## src/rtl/cic_comp_fir.sv

```systemverilog
// Droop-compensation FIR placed after the CIC decimator.
// A single registered multiplier feeds a serial MAC. Trigger samples are
// selected by an extra decimation phase counter. While the MAC runs, any
// input that arrives is dropped and the sticky overrun flag is raised.
// The result is rounded half-up, shifted, saturated and registered.
module cic_comp_fir #(
  parameter int INP_DW    = 32,
  parameter int OUT_DW    = 32,
  parameter int COEF_DW   = 18,
  parameter int NUM_TAPS  = 21,
  parameter logic [NUM_TAPS*COEF_DW-1:0] COEFS = '0,
  parameter int FIR_R     = 2,
  parameter int OUT_SHIFT = 0
) (
  input  logic                     clk,
  input  logic                     reset_n,
  input  logic signed [INP_DW-1:0] s_axis_in_tdata,
  input  logic                     s_axis_in_tvalid,
  output logic signed [OUT_DW-1:0] m_axis_out_tdata,
  output logic                     m_axis_out_tvalid,
  output logic                     overrun
);

  localparam int PROD_DW = INP_DW + COEF_DW;
  localparam int ACC_DW  = INP_DW + COEF_DW + $clog2(NUM_TAPS);
  // k counts 0..NUM_TAPS: one extra MAC cycle drains the product register.
  localparam int KW      = $clog2(NUM_TAPS + 1);
  localparam int AW      = (NUM_TAPS > 1) ? $clog2(NUM_TAPS) : 1;
  localparam int PW      = (FIR_R > 1) ? $clog2(FIR_R) : 1;
  // Rounding adds one guard bit so the rounding offset cannot overflow.
  localparam int RW      = ACC_DW + 1;
  localparam int SW      = ((RW > OUT_DW) ? RW : OUT_DW) + 1;
  localparam int RND_POS = (OUT_SHIFT > 0) ? OUT_SHIFT - 1 : 0;

  localparam logic [KW-1:0] K_LAST  = KW'(NUM_TAPS);
  localparam logic [PW-1:0] PH_LAST = PW'(FIR_R - 1);

  localparam logic signed [RW-1:0] RND = (OUT_SHIFT > 0) ? (RW'(1) << RND_POS) : '0;
  localparam logic signed [SW-1:0] SAT_MAX =
    $signed({{(SW-OUT_DW+1){1'b0}}, {(OUT_DW-1){1'b1}}});
  localparam logic signed [SW-1:0] SAT_MIN =
    $signed({{(SW-OUT_DW+1){1'b1}}, {(OUT_DW-1){1'b0}}});

  localparam logic [1:0] S_IDLE = 2'd0;
  localparam logic [1:0] S_MAC  = 2'd1;
  localparam logic [1:0] S_OUT  = 2'd2;

  function automatic logic signed [COEF_DW-1:0] coef_at(input logic [AW-1:0] idx);
    return $signed(COEFS[int'(idx)*COEF_DW +: COEF_DW]);
  endfunction

  function automatic logic signed [RW-1:0] round_shift(input logic signed [ACC_DW-1:0] a);
    logic signed [RW-1:0] e;
    e = RW'(a) + RND;
    return e >>> OUT_SHIFT;
  endfunction

  function automatic logic signed [OUT_DW-1:0] saturate(input logic signed [RW-1:0] r);
    logic signed [SW-1:0] w;
    w = SW'(r);
    if (w > SAT_MAX)      return SAT_MAX[OUT_DW-1:0];
    else if (w < SAT_MIN) return SAT_MIN[OUT_DW-1:0];
    else                  return w[OUT_DW-1:0];
  endfunction

  logic [1:0]                state_q, state_d;
  logic [KW-1:0]             k_q, k_d;
  logic [PW-1:0]             phase_q, phase_d;
  logic signed [ACC_DW-1:0]  acc_q, acc_d;
  logic signed [OUT_DW-1:0]  tdata_q, tdata_d;
  logic                      tvalid_q, tvalid_d;
  logic                      ovr_q, ovr_d;
  logic                      shift_en;
  logic signed [INP_DW-1:0]  dl_q [NUM_TAPS];
  logic signed [PROD_DW-1:0] prod_q, prod_d;
  logic [AW-1:0]             tap_idx;
  logic                      issue;

  assign m_axis_out_tdata  = tdata_q;
  assign m_axis_out_tvalid = tvalid_q;
  assign overrun           = ovr_q;

  // Tap selection for the multiplier; the drain cycle issues nothing.
  always_comb begin
    issue   = (state_q == S_MAC) && (k_q < K_LAST);
    tap_idx = issue ? k_q[AW-1:0] : '0;
    prod_d  = PROD_DW'(dl_q[tap_idx]) * PROD_DW'(coef_at(tap_idx));
  end

  // Next-state logic: acceptance, phase, MAC sequencing, output formatting.
  always_comb begin
    state_d  = state_q;
    k_d      = k_q;
    phase_d  = phase_q;
    acc_d    = acc_q;
    tdata_d  = tdata_q;
    tvalid_d = 1'b0;
    ovr_d    = ovr_q;
    shift_en = 1'b0;
    case (state_q)
      S_IDLE: begin
        if (s_axis_in_tvalid) begin
          shift_en = 1'b1;
          phase_d  = (phase_q == PH_LAST) ? '0 : phase_q + 1'b1;
          if (phase_q == PH_LAST) begin
            state_d = S_MAC;
            k_d     = '0;
            acc_d   = '0;
          end
        end
      end
      S_MAC: begin
        if (s_axis_in_tvalid) ovr_d = 1'b1;
        // The product register holds the tap issued on the previous cycle.
        if (k_q != '0) acc_d = acc_q + ACC_DW'(prod_q);
        if (k_q == K_LAST) state_d = S_OUT;
        else               k_d     = k_q + 1'b1;
      end
      S_OUT: begin
        // The edge returning to IDLE still counts as busy.
        if (s_axis_in_tvalid) ovr_d = 1'b1;
        tdata_d  = saturate(round_shift(acc_q));
        tvalid_d = 1'b1;
        state_d  = S_IDLE;
      end
      default: state_d = S_IDLE;
    endcase
  end

  // Control and result registers.
  always_ff @(posedge clk or negedge reset_n) begin
    if (!reset_n) begin
      state_q  <= S_IDLE;
      k_q      <= '0;
      phase_q  <= '0;
      acc_q    <= '0;
      tdata_q  <= '0;
      tvalid_q <= 1'b0;
      ovr_q    <= 1'b0;
    end else begin
      state_q  <= state_d;
      k_q      <= k_d;
      phase_q  <= phase_d;
      acc_q    <= acc_d;
      tdata_q  <= tdata_d;
      tvalid_q <= tvalid_d;
      ovr_q    <= ovr_d;
    end
  end

  // Delay line: index 0 holds the newest sample.
  always_ff @(posedge clk or negedge reset_n) begin
    if (!reset_n) begin
      for (int i = 0; i < NUM_TAPS; i++) dl_q[i] <= '0;
    end else if (shift_en) begin
      dl_q[0] <= s_axis_in_tdata;
      for (int i = 1; i < NUM_TAPS; i++) dl_q[i] <= dl_q[i-1];
    end
  end

  // Registered multiplier; only read by the MAC one cycle after an issue.
  always_ff @(posedge clk) begin
    if (issue) prod_q <= prod_d;
  end

endmodule

```

## config.mk

```make
export PLATFORM = sky130hd
export DESIGN_NAME = cic_comp_fir
export DESIGN_NICKNAME = d
export VERILOG_FILES = /design/src/rtl/cic_comp_fir.sv
export SDC_FILE = /design/constraint.sdc
export NUM_CORES = 1
export LEC_CHECK = 0
export CAP_MARGIN = 20
export CORE_MARGIN = 5
export CORE_UTILIZATION = 35
export CTS_CLUSTER_DIAMETER = 100
export DETAILED_ROUTE_END_ITERATION = 6
export GPL_ROUTABILITY_DRIVEN = 0
export SLEW_MARGIN = 20
export SYNTH_ARGS = -nofsm -noshare
export SYNTH_HDL_FRONTEND = slang
export SYNTH_SLANG_ARGS = --single-unit
```

## constraint.sdc

```tcl
create_clock -name clk -period 4.8 [get_ports clk]
set_input_delay 0.96 -clock clk [delete_from_list [all_inputs] [get_ports clk]]
set_output_delay 0.96 -clock clk [all_outputs]
set_load 0.01 [all_outputs]
```

* Yosys cells after proc, flatten, opt, wreduce, memory -nomap -nowiden
Index checks and enable logic that the tools add are counted.
** Word-level totals
- Output and inout bits :: 34
- Flip-flop bits (word level) :: 819
** Cells by class
- $mul :: 2
- Multiplexer cells :: 22
- Bitwise gates (word level) :: 1
- Shift operators :: 1
- Reductions and logical operators :: 10
- Equal/unequal tests :: 8
- $add $sub $neg :: 3
- Magnitude comparators :: 4
** Operator list (number)
- $shiftx A378 B11 Y18 const A :: 1
- $mux W55 :: 3
- $bmux W32 S5 :: 1
- $mux W32 :: 4
- $pmux W55 S2 :: 1
- $add A55 B50 Y55 :: 1
- $gt A55 B32 Y1 const B :: 1
- $lt A55 B32 Y1 const B :: 1
- $mul A32 B18 Y50 :: 1
- $mux W5 :: 4
- $pmux W5 S2 :: 1
- $mul A5 B4 Y9 const B :: 1
- $reduce_and A4 Y1 :: 2
- $ge A6 B6 Y1 const B :: 1
- $mux W2 :: 3
- $ne A2 B2 Y1 const B :: 3
- $not A5 Y6 :: 1
- $add A5 B1 Y5 const B :: 1
- $eq A5 B5 Y1 const B :: 1
- $lt A5 B5 Y1 const B :: 1
- $reduce_bool A5 Y1 :: 1
- $mux W1 :: 4
- $ne A2 B1 Y1 const B :: 2
- $pmux W2 S2 :: 1
- 9 further kinds :: 10

* Longest topological paths before layout
- Depth after elaboration :: 8
- Gate-level depth with buffers :: 9
- Gate-level depth less buffers :: 7

* Worst setup path after synthesis
No wires, ideal clock.
- Path type :: in2reg
- Start point :: in s_axis_in_tvalid
- End point :: reg acc_q[10]
- Data required time :: 4.668 ns
- Arrival :: 1.992 ns
- Buffers on the path :: 2
- Library setup time :: 0.132 ns
- Stages :: 5
- Path slack :: 2.676 ns
- Cell sequence :: nand2_1 > nor3b_1 > clkbuf_1 > clkbuf_1 > nor2_1
** On the way
- Cells in the longest elaborated chain, start to end :: 2
** Ends and longest elaborated chain
- start: declaration :: line 18 : input logic s_axis_in_tvalid,
- $ne A2 B2 Y1 (no line)
- $reduce_and A4 Y1 (no line)
- end signal: assignment :: line 136 : acc_q <= '0;
- end signal: assignment :: line 144 : acc_q <= acc_d;
- end: declaration :: line 69 : logic signed [ACC_DW-1:0] acc_q, acc_d;
Every way passes these cells.
A chain may end at the register's enable or synchronous reset.

* Final worst setup path
- Start point :: reg acc_q[32]
- End point :: reg tdata_q[25], in the netlist m_axis_out_tdata[25]
** On the way
- Cells in the longest elaborated chain, start to end :: 3
** Ends and longest elaborated chain
- $lt A55 B32 Y1 :: line 62 : else if (w < SAT_MIN) return SAT_MIN[OUT_DW-1:0];
- $mux W32 :: line 62
- $mux W32 * :: line 61 : if (w > SAT_MAX) return SAT_MAX[OUT_DW-1:0];
- end signal: assignment :: line 145 : tdata_q <= tdata_d;
- end: declaration :: line 70 : logic signed [OUT_DW-1:0] tdata_q, tdata_d;
Mark *: on every way between the ends. The rest lies on a longest branch, timed or not.

==> metrics.cfg <==
[floorplan]
fp.dieH_um=121
die_x_um=121
initial_core_util=0.357
top_level_ports=69
std_cell_rows=40
die-area_um2=14600
coreArea_um2=12000

[pwr]
leakage_nw=2.16
vdd.ir_drop.worst_mv=0.177
power.density_nw_per_um2=539
total_power_mw=2.74

[yosys]
syn_nets=420
synthCells=378
synth-seq-area-share=0.566
synth_edf_count=0
postSynthAreaPerCell_um2=11.4
postSynth.asyncResetShare=1.00
syn-cell-area_um2=4290
ys_types=50
ys_seq_elements=97
yosysWarnings=0
ys.flop_type=dfrtp_1

[clocking]
cts_sinks=97
root_buffer=clkbuf_16
post_cts_resized=0
cts_setup_buffers=0
clk_pin_slew_ps=60
cts_tree=done
hold_buffers=0
clkLatencyLatePin_ps=340
cts_made_buffers=9
clk_path_buf_depth=2
cts_htree_levels=3

[route]
wl_per_cell_um=15.7
wl_um=8790
via_count=3026
first_pass_iters=4
drc=0
drtAntennaViolNets=0
via_per_inst=5.39
drt_first_iter_violations=159

[timing]
slew_headroom=0.372
slew_violations=0
fmax_mhz=366
tns_ps=0
post-route-period-util=0.569
worst_slew_pin_slew_ps=942
worst_clock_skew_ps=5.49
fin_hold_ws_ps=463
rsz0062_at_grt=false
setup_viol=0
finalCriticalPeriod_ps=2730
final_hold_viol_count=0

[critical_path]
cp.arrival_ps=3010
crit_path_end_kind=flip-flop
cpMaxStageDelayCell=or2_1
crit_path_cell_trace=nand4_1 > or3_1 > nor4_4 > or2_1 > o221a_2
reg2reg_from=acc_q[32]$_DFFE_PN0P_
rrSetupSlack_ps=2070
worst-setup-path-type=reg2reg
regToRegEndpoint=m_axis_out_tdata[25]$_DFFE_PN0P_
crit_fanout=26
startpoint_type=flip-flop
required_ps=5080
r2r_cells=5
critPathMaxStageDelay_ps=790

[min_path]
hold_path_class=reg2reg
hold_depth=1
worstHoldStart=overrun$_DFFE_PN0P_
min_to=overrun$_DFFE_PN0P_

[layout]
final_net_count=452
layout_commonest_cell=dfrtp_1
n_antenna_cell=0
drive_above_1_share=0.130
syn2layout_area_growth_pct=18.2
fill_cells=1133
stdcell_area_um2=5070
fin_util=0.422
final_cell_mix=dfrtp_1, clkdlybuf4s50_1, nor2_1

[status]
status=finished clean

[place]
place_area_um2=4780
dpl.hpwl_um=5670
portBuffers=36

[run]
cap_violations=0

[global_route]
antenna_found_initial=0
grt_first_pass_wirelength_um=15300
grt_pass1_vias=3051
grt_max_degree=61
grtUsageTotal=0.131
grt_overflow=0

==> flip-flops by register name (all words and copies together), names as in the netlist <==
register and cells:
m_axis_out_tdata 32, k_q 5, m_axis_out_tvalid 1, phase_q 1, acc_q 55, state_q 2, overrun 1
==> power by group <==
part           switching (mW)  leakage, nW  internal [mW]  total (mW)
Clock                   0.303        0.131          0.400       0.703
Combinational           0.425        0.758          0.511       0.936
Sequential              0.103         1.27          0.992        1.10
Total                   0.831         2.16           1.90        2.74
==> critical path, delay by kind of cell, from the launching register on <==
kind | cells | cell delay, ps
simple gates | 4 | 1890
flops | 1 | 410
compound gates | 1 | 350
==> through the flow <==
step	std cells	setup WS, ps
floorplan	378	2680
global placement	546	2120
detailed placement	546	2080
CTS	561	2050
global route	561	1880
finish	561	2070
==> cell families (layout without fill, tap and decap cells) <==
logic type / after synthesis / in the layout / share of synthesized area
buffers and inverters: 25 / 61 / 0.0265
adders and majority gates: 7 / 7 / 0.0204
muxes: 2 / 2 / 0.00467
and+or+nand+nor: 156 / 156 / 0.211
xor gates and xnor gates: 15 / 15 / 0.0306
other: 1 / 1 / 0.000874
DFF: 97 / 97 / 0.566
AOI/OAI and AO/OA: 75 / 75 / 0.140
==> synthesized netlist by cell type, types with 2 or more instances <==
library cell  number  area, um^2
dfrtp_1           97        2430
nor2_1            28         105
nor2b_1           26         163
o221a_2           26         293
nand2_1           24        90.1
a21oi_1           21         105
clkbuf_1          14        52.6
o21ai_0           14        70.1
nand4_1           13        81.3
nor3_1            11        55.1
or3_1             11        68.8
xor2_1            10        87.6
nand3_1            8        40.0
ha_1               7        87.6
inv_1              7        26.3
nor4_1             7        43.8
o31ai_1            5        37.5
xnor2_1            5        43.8
and3b_1            4        35.0
or4_1              4        30.0
and3_1             2        12.5
buf_6              2        22.5
mux2i_1            2        20.0
nand3b_1           2        15.0
nor3b_1            2        15.0
o41ai_1            2        17.5
==> final cells by class <==
cell class	count	area, um^2	area share
flip-flops and latches	97	2430	0.479
multi-input cells	256	1770	0.348
repair buffers	39	380	0.0750
clock buffers	10	229	0.0452
well taps	147	184	0.0363
clock inverters	5	57.6	0.0114
inverters	7	26.3	0.00518
==> per-layer routing <==
| layer | GRT usage | part of all wire |
|---|---|---|
| met1 | 0.183 | 0.49 |
| met2 | 0.196 | 0.46 |
| met3 | 0.0355 | 0.037 |
| met4 | 0.0439 | 0.011 |
| met5 | 0 | 0 |
==> worst max-delay path by stage <==
stage	slack, ps	depth (start not counted)	to	from
2_1_floorplan	2680	5	acc_q[10]$_DFFE_PN0P_	s_axis_in_tvalid
5_1_grt	1880	5	m_axis_out_tdata[2]$_DFFE_PN0P_	acc_q[46]$_DFFE_PN0P_
4_1_cts	2050	5	m_axis_out_tdata[2]$_DFFE_PN0P_	acc_q[47]$_DFFE_PN0P_
3_3_place_gp	2120	5	k_q[1]$_DFFE_PN0P_	s_axis_in_tvalid
6_report	2070	5	m_axis_out_tdata[25]$_DFFE_PN0P_	acc_q[32]$_DFFE_PN0P_
3_5_place_dp	2080	5	m_axis_out_tdata[2]$_DFFE_PN0P_	acc_q[32]$_DFFE_PN0P_
Power figures use the tool's default switching activity.
